--- config.mk ---
export PLATFORM = sky130hd
export DESIGN_NAME = mod_n_counter_flat
export DESIGN_NICKNAME = d
export VERILOG_FILES = /design/src/rtl/mod_n_counter_if.sv /design/src/rtl/mod_n_counter.sv /design/src/flat_wrapper.sv
export SDC_FILE = /design/constraint.sdc
export NUM_CORES = 1
export LEC_CHECK = 0
export ABC_AREA = 1
export BUFFER_PORTS_ARGS = -buffer_cell sky130_fd_sc_hd__buf_2
export CORE_MARGIN = 1.5
export CORE_UTILIZATION = 47
export CTS_CLUSTER_SIZE = 8
export DETAILED_ROUTE_END_ITERATION = 10
export GPL_ROUTABILITY_DRIVEN = 0
export PLACE_DENSITY = 0.74
export SYNTH_ARGS = -nofsm -noshare
export SYNTH_HDL_FRONTEND = slang
export SYNTH_SLANG_ARGS = --single-unit
--- constraint.sdc ---
create_clock -name CLK -period 1.8 [get_ports CLK]
set_input_delay 0 -clock CLK [delete_from_list [all_inputs] [get_ports CLK]]
set_output_delay 0 -clock CLK [all_outputs]
set_load 0.03 [all_outputs]
--- src/rtl/mod_n_counter_if.sv ---
// Command and status bundle for mod_n_counter: the controller drives the
// commands (master), the counter drives the count and flags (slave).
interface mod_n_counter_if #(
  parameter int WIDTH  = 4,
  parameter int DIGITS = 2
);
  logic                      CLR;
  logic                      LOAD;
  logic [DIGITS*WIDTH-1:0]   LD_VAL;
  logic                      INC;
  logic                      DEC;
  logic [DIGITS*WIDTH-1:0]   Q;
  logic                      CARRY;
  logic                      BORROW;
  logic                      LD_ERR;

  modport master (
    output CLR, LOAD, LD_VAL, INC, DEC,
    input  Q, CARRY, BORROW, LD_ERR
  );

  modport slave (
    input  CLR, LOAD, LD_VAL, INC, DEC,
    output Q, CARRY, BORROW, LD_ERR
  );
endinterface

--- src/rtl/mod_n_counter.sv ---
// Cascadable modulo-MOD up/down counter of DIGITS digits with clear, load and
// registered wrap/load-error flags. Define MODN_SAT_EN to saturate instead of wrap.
module mod_n_counter #(
  parameter int MOD    = 10,
  parameter int WIDTH  = 4,
  parameter int DIGITS = 2
) (
  input  logic           CLK,
  input  logic           nReset,
  mod_n_counter_if.slave bus
);

  localparam int               TW   = DIGITS * WIDTH;
  localparam logic [WIDTH-1:0] DMAX = WIDTH'(MOD - 1);
  localparam logic [WIDTH:0]   MODX = (WIDTH + 1)'(MOD);
`ifdef MODN_SAT_EN
  localparam bit SAT_EN = 1'b1;
`else
  localparam bit SAT_EN = 1'b0;
`endif

  logic [TW-1:0]     q_q, q_d;
  logic              carry_q, carry_d;
  logic              borrow_q, borrow_d;
  logic              ld_err_q, ld_err_d;
  logic [DIGITS-1:0] inc_en, dec_en;
  logic              all_max, all_zero;
  logic              run_up, run_dn;

  function automatic logic [WIDTH-1:0] digit_up(input logic [WIDTH-1:0] d);
    return (d == DMAX) ? '0 : d + WIDTH'(1);
  endfunction

  function automatic logic [WIDTH-1:0] digit_down(input logic [WIDTH-1:0] d);
    return (d == '0) ? DMAX : d - WIDTH'(1);
  endfunction

  function automatic logic field_bad(input logic [WIDTH-1:0] f);
    return {1'b0, f} >= MODX;
  endfunction

  // Ripple enables: digit k steps when every lower digit sits at its wrap point.
  always_comb begin
    run_up = 1'b1;
    run_dn = 1'b1;
    inc_en = '0;
    dec_en = '0;
    for (int k = 0; k < DIGITS; k++) begin
      inc_en[k] = run_up;
      dec_en[k] = run_dn;
      run_up    = run_up & (q_q[k*WIDTH +: WIDTH] == DMAX);
      run_dn    = run_dn & (q_q[k*WIDTH +: WIDTH] == '0);
    end
    all_max  = run_up;
    all_zero = run_dn;
  end

  always_comb begin
    q_d      = q_q;
    carry_d  = 1'b0;
    borrow_d = 1'b0;
    ld_err_d = 1'b0;
    if (bus.CLR) begin
      q_d = '0;
    end else if (bus.LOAD) begin
      for (int k = 0; k < DIGITS; k++) begin
        if (field_bad(bus.LD_VAL[k*WIDTH +: WIDTH])) begin
          q_d[k*WIDTH +: WIDTH] = '0;
          ld_err_d              = 1'b1;
        end else begin
          q_d[k*WIDTH +: WIDTH] = bus.LD_VAL[k*WIDTH +: WIDTH];
        end
      end
    end else if (bus.INC && !bus.DEC) begin
      carry_d = all_max;
      if (!(SAT_EN && all_max)) begin
        for (int k = 0; k < DIGITS; k++)
          if (inc_en[k]) q_d[k*WIDTH +: WIDTH] = digit_up(q_q[k*WIDTH +: WIDTH]);
      end
    end else if (bus.DEC && !bus.INC) begin
      borrow_d = all_zero;
      if (!(SAT_EN && all_zero)) begin
        for (int k = 0; k < DIGITS; k++)
          if (dec_en[k]) q_d[k*WIDTH +: WIDTH] = digit_down(q_q[k*WIDTH +: WIDTH]);
      end
    end
  end

  always_ff @(posedge CLK or negedge nReset) begin
    if (!nReset) begin
      q_q      <= '0;
      carry_q  <= 1'b0;
      borrow_q <= 1'b0;
      ld_err_q <= 1'b0;
    end else begin
      q_q      <= q_d;
      carry_q  <= carry_d;
      borrow_q <= borrow_d;
      ld_err_q <= ld_err_d;
    end
  end

  assign bus.Q      = q_q;
  assign bus.CARRY  = carry_q;
  assign bus.BORROW = borrow_q;
  assign bus.LD_ERR = ld_err_q;

endmodule

--- src/flat_wrapper.sv ---
// flat-port wrapper written by rule: the top's interface ports become plain ports
module mod_n_counter_flat 
#(
  parameter int MOD    = 10,
  parameter int WIDTH  = 4,
  parameter int DIGITS = 2
)
  (CLK, nReset, bus_CLR, bus_LOAD, bus_LD_VAL, bus_INC, bus_DEC, bus_Q, bus_CARRY, bus_BORROW, bus_LD_ERR);
  mod_n_counter_if #(.WIDTH(WIDTH), .DIGITS(DIGITS)) bus_i ();
  input  logic CLK;
  input  logic nReset;
  input wire logic [$bits(bus_i.CLR)-1:0] bus_CLR;
  input wire logic [$bits(bus_i.LOAD)-1:0] bus_LOAD;
  input wire logic [$bits(bus_i.LD_VAL)-1:0] bus_LD_VAL;
  input wire logic [$bits(bus_i.INC)-1:0] bus_INC;
  input wire logic [$bits(bus_i.DEC)-1:0] bus_DEC;
  output wire logic [$bits(bus_i.Q)-1:0] bus_Q;
  output wire logic [$bits(bus_i.CARRY)-1:0] bus_CARRY;
  output wire logic [$bits(bus_i.BORROW)-1:0] bus_BORROW;
  output wire logic [$bits(bus_i.LD_ERR)-1:0] bus_LD_ERR;
  assign bus_i.CLR = bus_CLR;
  assign bus_i.LOAD = bus_LOAD;
  assign bus_i.LD_VAL = bus_LD_VAL;
  assign bus_i.INC = bus_INC;
  assign bus_i.DEC = bus_DEC;
  assign bus_Q = bus_i.Q;
  assign bus_CARRY = bus_i.CARRY;
  assign bus_BORROW = bus_i.BORROW;
  assign bus_LD_ERR = bus_i.LD_ERR;
  mod_n_counter #(.MOD(MOD), .WIDTH(WIDTH), .DIGITS(DIGITS)) u_core (.CLK(CLK), .nReset(nReset), .bus(bus_i));
endmodule
======== Yosys cells after proc, flatten, opt, wreduce, memory -nomap -nowiden ========
Index checks and enable logic that the tools add are counted.
word-level totals
  register bits ........................... 11
  bits in latches ......................... 0
  RAM bits ................................ 0
  bits in read-only memories .............. 0
  output and inout port bits .............. 11
  logic and storage cells ................. 48
  memories kept ........................... 0
cells by class
  add/sub/neg operators ................... 4
  multipliers ............................. 0
  divide/modulo/power cells ............... 0
  magnitude comparators ................... 2
  equal/unequal tests ..................... 3
  shift operators ......................... 0
  multiplexer cells ....................... 23
  bitwise logic cells ..................... 2
  reductions and logical operators ........ 9
operators with widths
  cell                   count
  $mux W4                8
  $mux W8                4
  $mux W1                11
  $add A4 B1 Y4 const B  2
  $eq A4 B4 Y1 const B   2
  $ge A4 B4 Y1 const B   2
  $logic_not A4 Y1       2
  $reduce_bool A4 Y1     2
  $sub A4 B1 Y4 const B  2
  $ne A4 B3 Y1 const B   1
  $reduce_and A3 Y1      1
  $and A1 B1 Y1          2
  $logic_and A1 B1 Y1    2
  $logic_not A1 Y1       2

======== Logic depth before layout (Yosys ltp) ========
Gate-level depths: netlist of run 1.
  word-level depth ........................ 7
  depth in mapped cells ................... 11
  depth with buffers taken out ............ 10

======== Worst setup path before layout of run 1 ========
No wires, ideal clock.
  path kind ............................... register to register
  start point ............................. register u_core.q_q[0] (netlist: u_core.bus.Q[0])
  end point ............................... register u_core.q_q[3] (netlist: u_core.bus.Q[3])
  library setup time ...................... 0.117 ns
  arrival ................................. 1.440 ns
  required time ........................... 1.683 ns
  slack ................................... 0.242 ns
  stages on the path, launching flop included .. 11
  buffers on the path ..................... 0
  cell sequence ........................... dfrtp_1 -> inv_1 -> ha_1 -> nand3_2 -> nand2_1 -> inv_1 -> nand2_1 -> nand2_1 -> nand2_1 -> nand2_1 -> nand2_1
between the ends
  longest elaborated chain between the ends .. 6
  elaborated cells between the ends (all ways) .. 10
RTL lines
  element                                                   RTL line             RTL
  start: declaration                                        mod_n_counter.sv:22  logic [TW-1:0] q_q, q_d;
  start signal: assignment                                  mod_n_counter.sv:96  q_q <= q_d;
  $sub A4 B1 Y4 / $logic_not A4 Y1 (equally long branches)  mod_n_counter.sv:35  return (d == '0) ? DMAX : d - WIDTH'(1);
  $mux W4                                                   mod_n_counter.sv:35
  $mux W8                                                   mod_n_counter.sv:80  end else if (bus.DEC && !bus.INC) begin
  $mux W8 *                                                 mod_n_counter.sv:74  end else if (bus.INC && !bus.DEC) begin
  $mux W8 *                                                 mod_n_counter.sv:65  end else if (bus.LOAD) begin
  $mux W8 *                                                 mod_n_counter.sv:63  if (bus.CLR) begin
Every way passes the cells marked *; elsewhere a longest branch is shown, timed or not. The select of a mux whose other input is x is not followed.
A chain may end at the register's enable or synchronous reset.

======== Worst setup path after layout of run 1 ========
  start point ............................. register u_core.q_q[0] (netlist: u_core.bus.Q[0])
  end point ............................... register u_core.q_q[1] (netlist: u_core.bus.Q[1])
The elaborated chain is that of the path after synthesis.

==> results of run 1 <==
## registers in the layout (all words and copies together) (netlist names)
name,cells
u_core.bus.CARRY,1
u_core.bus.LD_ERR,1
u_core.bus.Q,8
u_core.bus.BORROW,1
## worst min-delay path by stage
stage | start | endpoint
after floorplan | nReset | u_core.bus.BORROW
after global placement | nReset | u_core.bus.Q[7]
after detailed placement | nReset | u_core.bus.CARRY
after CTS | bus_CLR | u_core.bus.Q[5]
after global routing | bus_LOAD | u_core.bus.LD_ERR
final | bus_LOAD | u_core.bus.LD_ERR
## power groups by stage
stage	registers (W)	clock network, W	logic, W
CTS	0.000325	0.000162	0.000360
global route	0.000332	0.000178	0.000414
finish	0.000326	0.000154	0.000361
detailed placement	0.000330	0	0.000356
floorplan	0.000357	0	0.000233
global placement	0.000326	0	0.000350
## layout make-up
cell class,instances,share of cell area
multi-input combinational,118,0.547
sequential,11,0.232
timing repair buffer,25,0.110
inverter,19,0.0611
tap,27,0.0285
clock buffer,4,0.0221
## cells by family after synthesis
logic type                 after synthesis  share of synthesized area
and+or+nand+nor                         89                      0.424
buffers and inverters                   22                     0.0944
AOI/OAI and AO/OA                       20                      0.105
DFF                                     11                      0.270
adders and majority gates                8                     0.0980
xor gates and xnor gates                 1                    0.00858
## cell usage after synthesis, types with 2 or more instances
cell      number  area (µm²)
nand4_1        2        12.5
o211ai_1       2        15.0
a21oi_1        8        40.0
nand2_1       49         184
o21ai_1        2        10.0
nand3_2        5        50.1
a31oi_1        2        12.5
inv_1         15        56.3
ha_1           8         100
nand3_1       17        85.1
inv_2          3        11.3
dfrtp_1       11         275
nor2_1         9        33.8
o21ai_0        6        30.0
## layer usage
metal | wire length, µm | vias to the layer above | track usage
met5 | 0 | - | 0
met1 | 1110 | 466 | 0.334
li1 | - | 545 | -
met4 | 0 | 0 | 0.0648
met3 | 135 | 0 | 0.00909
met2 | 1130 | 36 | 0.353
## worst min-delay path: cells and delay by family
family                 cells  cell delay (ps)
AND/OR/NAND/NOR            1               90
AO/OA/AOI/OAI              1               50
buffers and inverters      1              150
## cells in the final DEF, fill, tap and decap left out, types with 2 or more instances in the layout
cell type	count
nand3_1	17
o21ai_1	2
a21oi_1	8
nand4_1	2
nand3_2	5
nor2_1	9
buf_2	24
clkbuf_4	3
o211ai_1	2
a31oi_1	2
inv_1	15
inv_2	3
nand2_1	49
o21ai_0	6
dfrtp_1	11
ha_1	8
## per-stage QoR
stage                     power [W]  instances
after floorplan            0.000589        151
after global placement     0.000676        199
after detailed placement   0.000686        199
after CTS                  0.000847        204
after global routing       0.000923        204
final                      0.000841        204
## timing repair
item                                    4_1_cts  5_1_grt
hold buffers                                  1        0
endpoints found under the hold margin        11        0
endpoints found under the setup margin        0        0
buffers inserted                              0        0
==> metrics, run 1 <==
status=complete, no violations; largest net degree at the start of global routing=12; Yosys reg bits=11; die outline width=49.6 µm; Peak VDD IR=0.483 mV; vias in the first global route=989; ys async rst share=1.00; Root Driver=clkbuf_4; CP most frequent cell=nand2_1; Power Internal=0.000483 W; Logic pwr share=0.429; RSZ-0062 raised after global routing=false; GRT overflow=0; drt drc=0; initial antenna violation count=0; Setup Slack @ Placement=roughly 220 ps; slack of the worst reg-to-reg path=between 150 and 200 ps; clk buf depth=2; syn_nets=between 150 and 200; Layout area overhead=16.3%; Worst Setup EP=u_core.bus.Q[1]; Syn Area/Cell=6.76 µm²; number of core rows=16; Setup WS post-layout=181 ps; Critical Path Max Stage Delay=460 ps; multi-input logic area=649 µm²; Worst Clk Skew=2.43 ps; filler cell count=209; fmax=618 MHz; Min-Delay Path Class=input pin to flop; critical path class=flop to flop; Seq pwr share=0.387; DP Area=1150 µm²; CP Capture Type=flop; Crit Reg-Reg Startpoint=u_core.bus.Q[0]; diode count=0; Vias/cell=around 5.1; Nets=200; IO Port Bufs=24; Crit-path slowest cell=dfrtp_1; arrival time worst endpoint=1770 ps; sw frac=0.425; Core Util, Final=0.593; DRT Pass-1 Iters=4; Crit path required time=just under 2000 ps; Post-Route WL=2370 µm; Worst slew margin=0.732; critical path depth=9; crit share post-route=0.899; layout cells sized above 1=0.232; power per cell area=708 nW/µm²; Syn Inst Count=151; Detailed Place HPWL=slightly below 2000 µm; Post-DRT Antenna Nets=0; final hold viol count=0; critical-path cell list=inv_1 > ha_1 > nand3_2 > nand2_1 > inv_1 > o21ai_0 > nand3_1 > nand2_1 > nand2_1; Die H=a little under 50 µm; worst reg2reg path depth=9; Lkg Pwr=between 0.6 and 0.7 nW; synth unique cells=26; io pins=25; crit start category=flop; Die Area=2460 µm²; worst path buffer plus inverter count=2; mapped cell area=1020 µm²; Final Cell Area=1190 µm²; Final min period=1620 ps; wire per inst=between 10 and 15 µm; Hold WS=~80 ps; Worst Path Max Fanout=7; CTS tree=yes; Final Setup Violations=0; Post-synth top flop=dfrtp_1; Post-synth EDFFs=0; Global Route Usage Sum=0.225; yosys synthesis warning count=0; Switch Pwr=0.000358 W; Worst-Margin Slew=between 300 and 400 ps; worst r2r dst=u_core.bus.Q[1]; MaxCap Viol Count=0; Num CTS Buffers=3; drt initial violations=27; crit path from=u_core.bus.Q[0]; via count=1,047; Initial Util=0.510; setup_tns=0 ps; FF/Latch Area=275 µm²; clock share of power=0.184; clock latency on the worst-skew pair=about 250 ps; first-pass GRT wire length=between 4000 and 5000 µm; sequential share of the synthesized area=0.270; kind of cell adding the most delay to the critical path=simple AND/OR/NAND/NOR gates; Resize count post-CTS=0; Slew Limit Fails=0; CTS H-tree lvls=1; clock-pin slew on the worst setup and hold paths=60 ps; total core area=2000 µm²; clk sink count=11; hold path depth=3
(Power assumes the default switching activity.)
==> run 2, diff against run 1 <==
CTS_BUF_LIST = sky130_fd_sc_hd__clkbuf_16   (was unset)
==> run 2 against run 1 <==
Non-clock buffer count unchanged. Register-to-register slack about the same. Fmax decreased by 0.34%. Highest routed layer is now met4. Cell count unchanged. Sequential share of layout area decreased by 0.98 points. Flip-flop and latch count unchanged. Critical path depth unchanged. Critical endpoint unchanged. Via count increased by 1.1%. Largest cell class unchanged.
==> metrics, run 2 (synthesis results as in run 1) <==
layout cells sized above 1=0.232; Root Driver=clkbuf_16; arrival time worst endpoint=1750 ps; largest net degree at the start of global routing=12; drt initial violations=26; Resize count post-CTS=0; Final min period=1620 ps; critical-path cell list=inv_1 > ha_1 > nand3_2 > nand2_1 > inv_1 > o21ai_0 > nand3_1 > nand2_1 > nand2_1; setup_tns=0 ps; Vias/cell=5.19; Worst Path Max Fanout=7; number of core rows=16; total core area=2000 µm²; die outline width=49.6 µm; Hold WS=99.5 ps; Slew Limit Fails=0; crit share post-route=0.902; Post-DRT Antenna Nets=0; io pins=25; kind of cell adding the most delay to the critical path=simple AND/OR/NAND/NOR gates; Core Util, Final=0.619; CP most frequent cell=nand2_1; Detailed Place HPWL=between 1500 and 2000 µm; status=complete, no violations; worst path buffer plus inverter count=2; clock-pin slew on the worst setup and hold paths=approximately 40 ps; CP Capture Type=flop; initial antenna violation count=0; clk sink count=11; via count=1,058; Nets=200; wire per inst=12.1 µm; Min-Delay Path Class=input pin to flop; CTS H-tree lvls=1; final hold viol count=0; Crit path required time=approximately 1900 ps; MaxCap Viol Count=0; vias in the first global route=just under 1,000; filler cell count=205; RSZ-0062 raised after global routing=false; clk buf depth=2; drt drc=0; Lkg Pwr=0.692 nW; GRT overflow=0; max reg flops=8; IO Port Bufs=24; Initial Util=0.510; Peak VDD IR=0.617 mV; Layout area overhead=21.4%; Worst slew margin=0.733; CTS tree=yes; first-pass GRT wire length=4450 µm; power per cell area=877 nW/µm²; commonest non-fill, non-tap cell in the layout=nand2_1; Die H=49.6 µm; Num CTS Buffers=3; Critical Path Max Stage Delay=450 ps; Worst Clk Skew=approximately 1.4 ps; Final Setup Violations=0; clock latency on the worst-skew pair=240 ps; critical path class=flop to flop; Post-CTS Setup Bufs=0; fmax=616 MHz; Die Area=2460 µm²; Crit-path slowest cell=dfrtp_1; Post-Route WL=2460 µm; most frequent cells in the layout=49 x nand2_1, 24 x buf_2, 17 x nand3_1, 16 x inv_1, 11 x dfrtp_1; diode count=0; DRT Pass-1 Iters=4; crit start category=flop; Worst-Margin Slew=about 400 ps; Global Route Usage Sum=0.233
## run 2: layer usage
layer  vias to the layer above  routed length, µm  global-route usage
met2                        44               1120               0.356
met5                         -                  0                   0
met4                         0                 31              0.0694
met3                         3                163              0.0273
li1                        543                  -                   -
met1                       468               1150               0.344
## run 2: tightest hold or removal path: stages
cell	delay (ps)
buf_2	150
nand2_1	90
a21oi_1	50
## run 2: where the power goes
group / leakage, nW / internal, W / switching, W
Combinational: 0.504 / 0.000127 / 0.000236
Clock: 0.0423 / 0.000291 / 0.000107
Sequential: 0.145 / 0.000273 / 0.0000543
## run 2: worst paths after layout
path,from,endpoint,slack [ps],depth (start not counted)
worst min-delay path,bus_LOAD,u_core.bus.LD_ERR,100,3
worst max-delay path,u_core.bus.Q[0],u_core.bus.Q[1],180,9
worst max register to register,u_core.bus.Q[0],u_core.bus.Q[1],180,9
worst min register to register,u_core.bus.Q[3],u_core.bus.Q[3],630,2
max in group asynchronous,nReset,u_core.bus.Q[4],1460,2
min in group asynchronous,nReset,u_core.bus.Q[6],150,2
## run 2: layout make-up
type                    count  area [µm²]  area share
clock buffers               3        75.1      0.0605
clock inverters             1        3.75     0.00303
multi-input cells         118         649       0.524
repair buffers             25         130       0.105
well taps                  27        33.8      0.0272
inverters                  19        72.6      0.0585
flip-flops and latches     11         275       0.222
## run 2: through the flow
stage | setup slack (ps) | std cells | total power (W) | cell area (µm²)
2_1_floorplan | 242 | 151 | 0.000589 | 1020
3_3_place_gp | 247 | 199 | 0.000676 | 1150
3_5_place_dp | 222 | 199 | 0.000686 | 1150
4_1_cts | 211 | 204 | 0.00109 | 1240
5_1_grt | 46.6 | 204 | 0.00117 | 1240
6_report | 176 | 204 | 0.00109 | 1240
## run 2: timing repair
action                                  in CTS  in global routing
endpoints found under the setup margin       0                  0
endpoints found under the hold margin       11                  0
hold buffers                                 1                  0
==> run 3, diff against run 2 <==
PLACE_DENSITY = 0.76   (was 0.74)
clock period = 1.4 ns   (was 1.8 ns; I/O delays follow)
==> run 3 against run 2 <==
Register-to-register slack got worse by 150 ps. Sequential share of layout area decreased by 2.9 points. Clock-buffer cell count unchanged. Die area unchanged. Global-route usage decreased by 1.2 points. Core utilization increased by 11 points. Clock skew increased by 0.77 ps. Cell count increased by 5.4%. Sequential power increased by 28%. Combinational power increased by 83%. Routed wire length increased by 16%. Via count increased by 10%. Largest cell class unchanged.
==> metrics, run 3 (synthesis results as in run 1) <==
status=complete, no violations; Global Route Usage Sum=0.221; multi-input logic area=758 µm²; io pins=25; slack of the worst reg-to-reg path=30 ps; DRT Pass-1 Iters=4; Crit Reg-Reg Startpoint=u_core.bus.Q[4]; FF/Latch Area=282 µm²; Min-Delay Path Class=input pin to flop; CP Capture Type=flop; wire per inst=13.2 µm; Pwr Total=between 0.0015 and 0.002 W; drt initial violations=47; Setup WS post-layout=30.2 ps; Setup Slack @ Placement=-29.6 ps; Post-Route WL=approximately 2800 µm; IO Port Bufs=24; CTS tree=yes; fmax=730 MHz; clk buf depth=2; filler cell count=166; max reg flops=8; worst reg2reg path depth=7; clk sink count=11; power per cell area=1100 nW/µm²; vias in the first global route=959; critical-path cell list=buf_4 > ha_2 > nand3_4 > o21ai_1 > nand3_1 > nand3_1 > nand2_1; kind of cell adding the most delay to the critical path=flip-flops; crit share post-route=0.978; Die Area=between 2000 and 2500 µm²; final hold viol count=0; hold path depth=4; crit start category=flop; Critical Path Max Stage Delay=390 ps; CTS H-tree lvls=1; MaxCap Viol Count=0; diode count=0; Final min period=1370 ps; total core area=roughly 2000 µm²; initial antenna violation count=0; worst r2r dst=u_core.bus.Q[4]; worst path buffer plus inverter count=1; largest net degree at the start of global routing=12; Worst Path Max Fanout=4; CP most frequent cell=nand3_1; Worst slew margin=0.717; via count=1,167; GRT overflow=0; Hold WS=approximately 94 ps; Final Setup Violations=0; number of core rows=16; Lkg Pwr=0.745 nW; commonest non-fill, non-tap cell in the layout=nand2_1; Worst Clk Skew=2.14 ps; most frequent cells in the layout=48 x nand2_1, 24 x buf_2, 15 x nand3_1, 10 x inv_1, 9 x buf_4; Vias/cell=5.43; RSZ-0062 raised after global routing=true; Die H=slightly below 50 µm; Post-DRT Antenna Nets=0; Root Driver=clkbuf_16; critical path class=flop to flop; Nets=211; layout cells sized above 1=0.394; critical hold path startpoint=bus_CLR; clock latency on the worst-skew pair=240 ps; first-pass GRT wire length=between 4000 and 5000 µm; Slew Limit Fails=0; Crit path required time=1520 ps; clock-pin slew on the worst setup and hold paths=40 ps; Worst-Margin Slew=~420 ps; Detailed Place HPWL=1980 µm; drt drc=0; die outline width=49.6 µm; Peak VDD IR=~1.2 mV; arrival time worst endpoint=1490 ps; Layout area overhead=42.9%; Initial Util=0.510; Num CTS Buffers=3; Min-Delay Endpoint=u_core.bus.Q[5]; Crit-path slowest cell=dfrtp_2
==> run 3: final cells by class <==
type | count | share of cell area
inverters | 19 | 0.0532
repair buffers | 36 | 0.157
flip-flops and latches | 11 | 0.193
multi-input cells | 118 | 0.520
clock buffers | 3 | 0.0515
well taps | 27 | 0.0232
clock inverters | 1 | 0.00257
==> run 3: per-layer routing <==
| metal | wire [µm] | vias to the layer above | global-route usage |
|---|---|---|---|
| met4 | 97 | 0 | 0.0694 |
| met2 | 1250 | 65 | 0.344 |
| met1 | 1270 | 513 | 0.317 |
| met3 | 220 | 11 | 0.0273 |
| li1 | - | 578 | - |
| met5 | 0 | - | 0 |
==> run 3: per-stage QoR <==
stage / utilization / instance area [µm²] / instances / TNS [ps]
floorplan: - / 1030 / 151 / 0
global placement: 0.604 / 1210 / 206 / -16.9
detailed placement: 0.604 / 1210 / 206 / -38.6
CTS: 0.652 / 1310 / 212 / 0
global route: 0.729 / 1460 / 215 / -120
finish: 0.729 / 1460 / 215 / 0
==> run 3: worst max path at each step <==
stage                     from         endpoint  slack (ps)  cells past startpoint
5_1_grt        u_core.bus.Q[5]  u_core.bus.Q[5]         -50                      9
3_3_place_gp   u_core.bus.Q[0]  u_core.bus.Q[1]         -20                      9
6_report       u_core.bus.Q[4]  u_core.bus.Q[4]          30                      7
4_1_cts        u_core.bus.Q[0]  u_core.bus.Q[1]           9                      9
2_1_floorplan  u_core.bus.Q[0]  u_core.bus.Q[1]          10                      9
3_5_place_dp   u_core.bus.Q[0]  u_core.bus.Q[1]         -30                      9
==> run 3: timing repair <==
item | 4_1_cts | 5_1_grt
endpoints found under the setup margin | 2 | 7
setup buffers | 1 | 3
resized for setup | 0 | 31
hold endpoints to repair | 11 | 0
pin swaps | 1 | 11
hold buffers | 1 | 0
==> run 3: report_power, final <==
part	total [W]	internal (W)	switching (W)
Clock	0.000518	0.000375	0.000143
Combinational	0.000664	0.000272	0.000392
Sequential	0.000419	0.000354	0.0000652
Total	0.00160	0.00100	0.000601
==> run 3: worst register-to-register path: cells and delay by family (launching register included) <==
family | cells | cell delay (ps)
flops | 1 | 390
simple gates | 4 | 360
fa+ha+maj | 1 | 200
compound gates | 1 | 160
buf+inv | 1 | 140
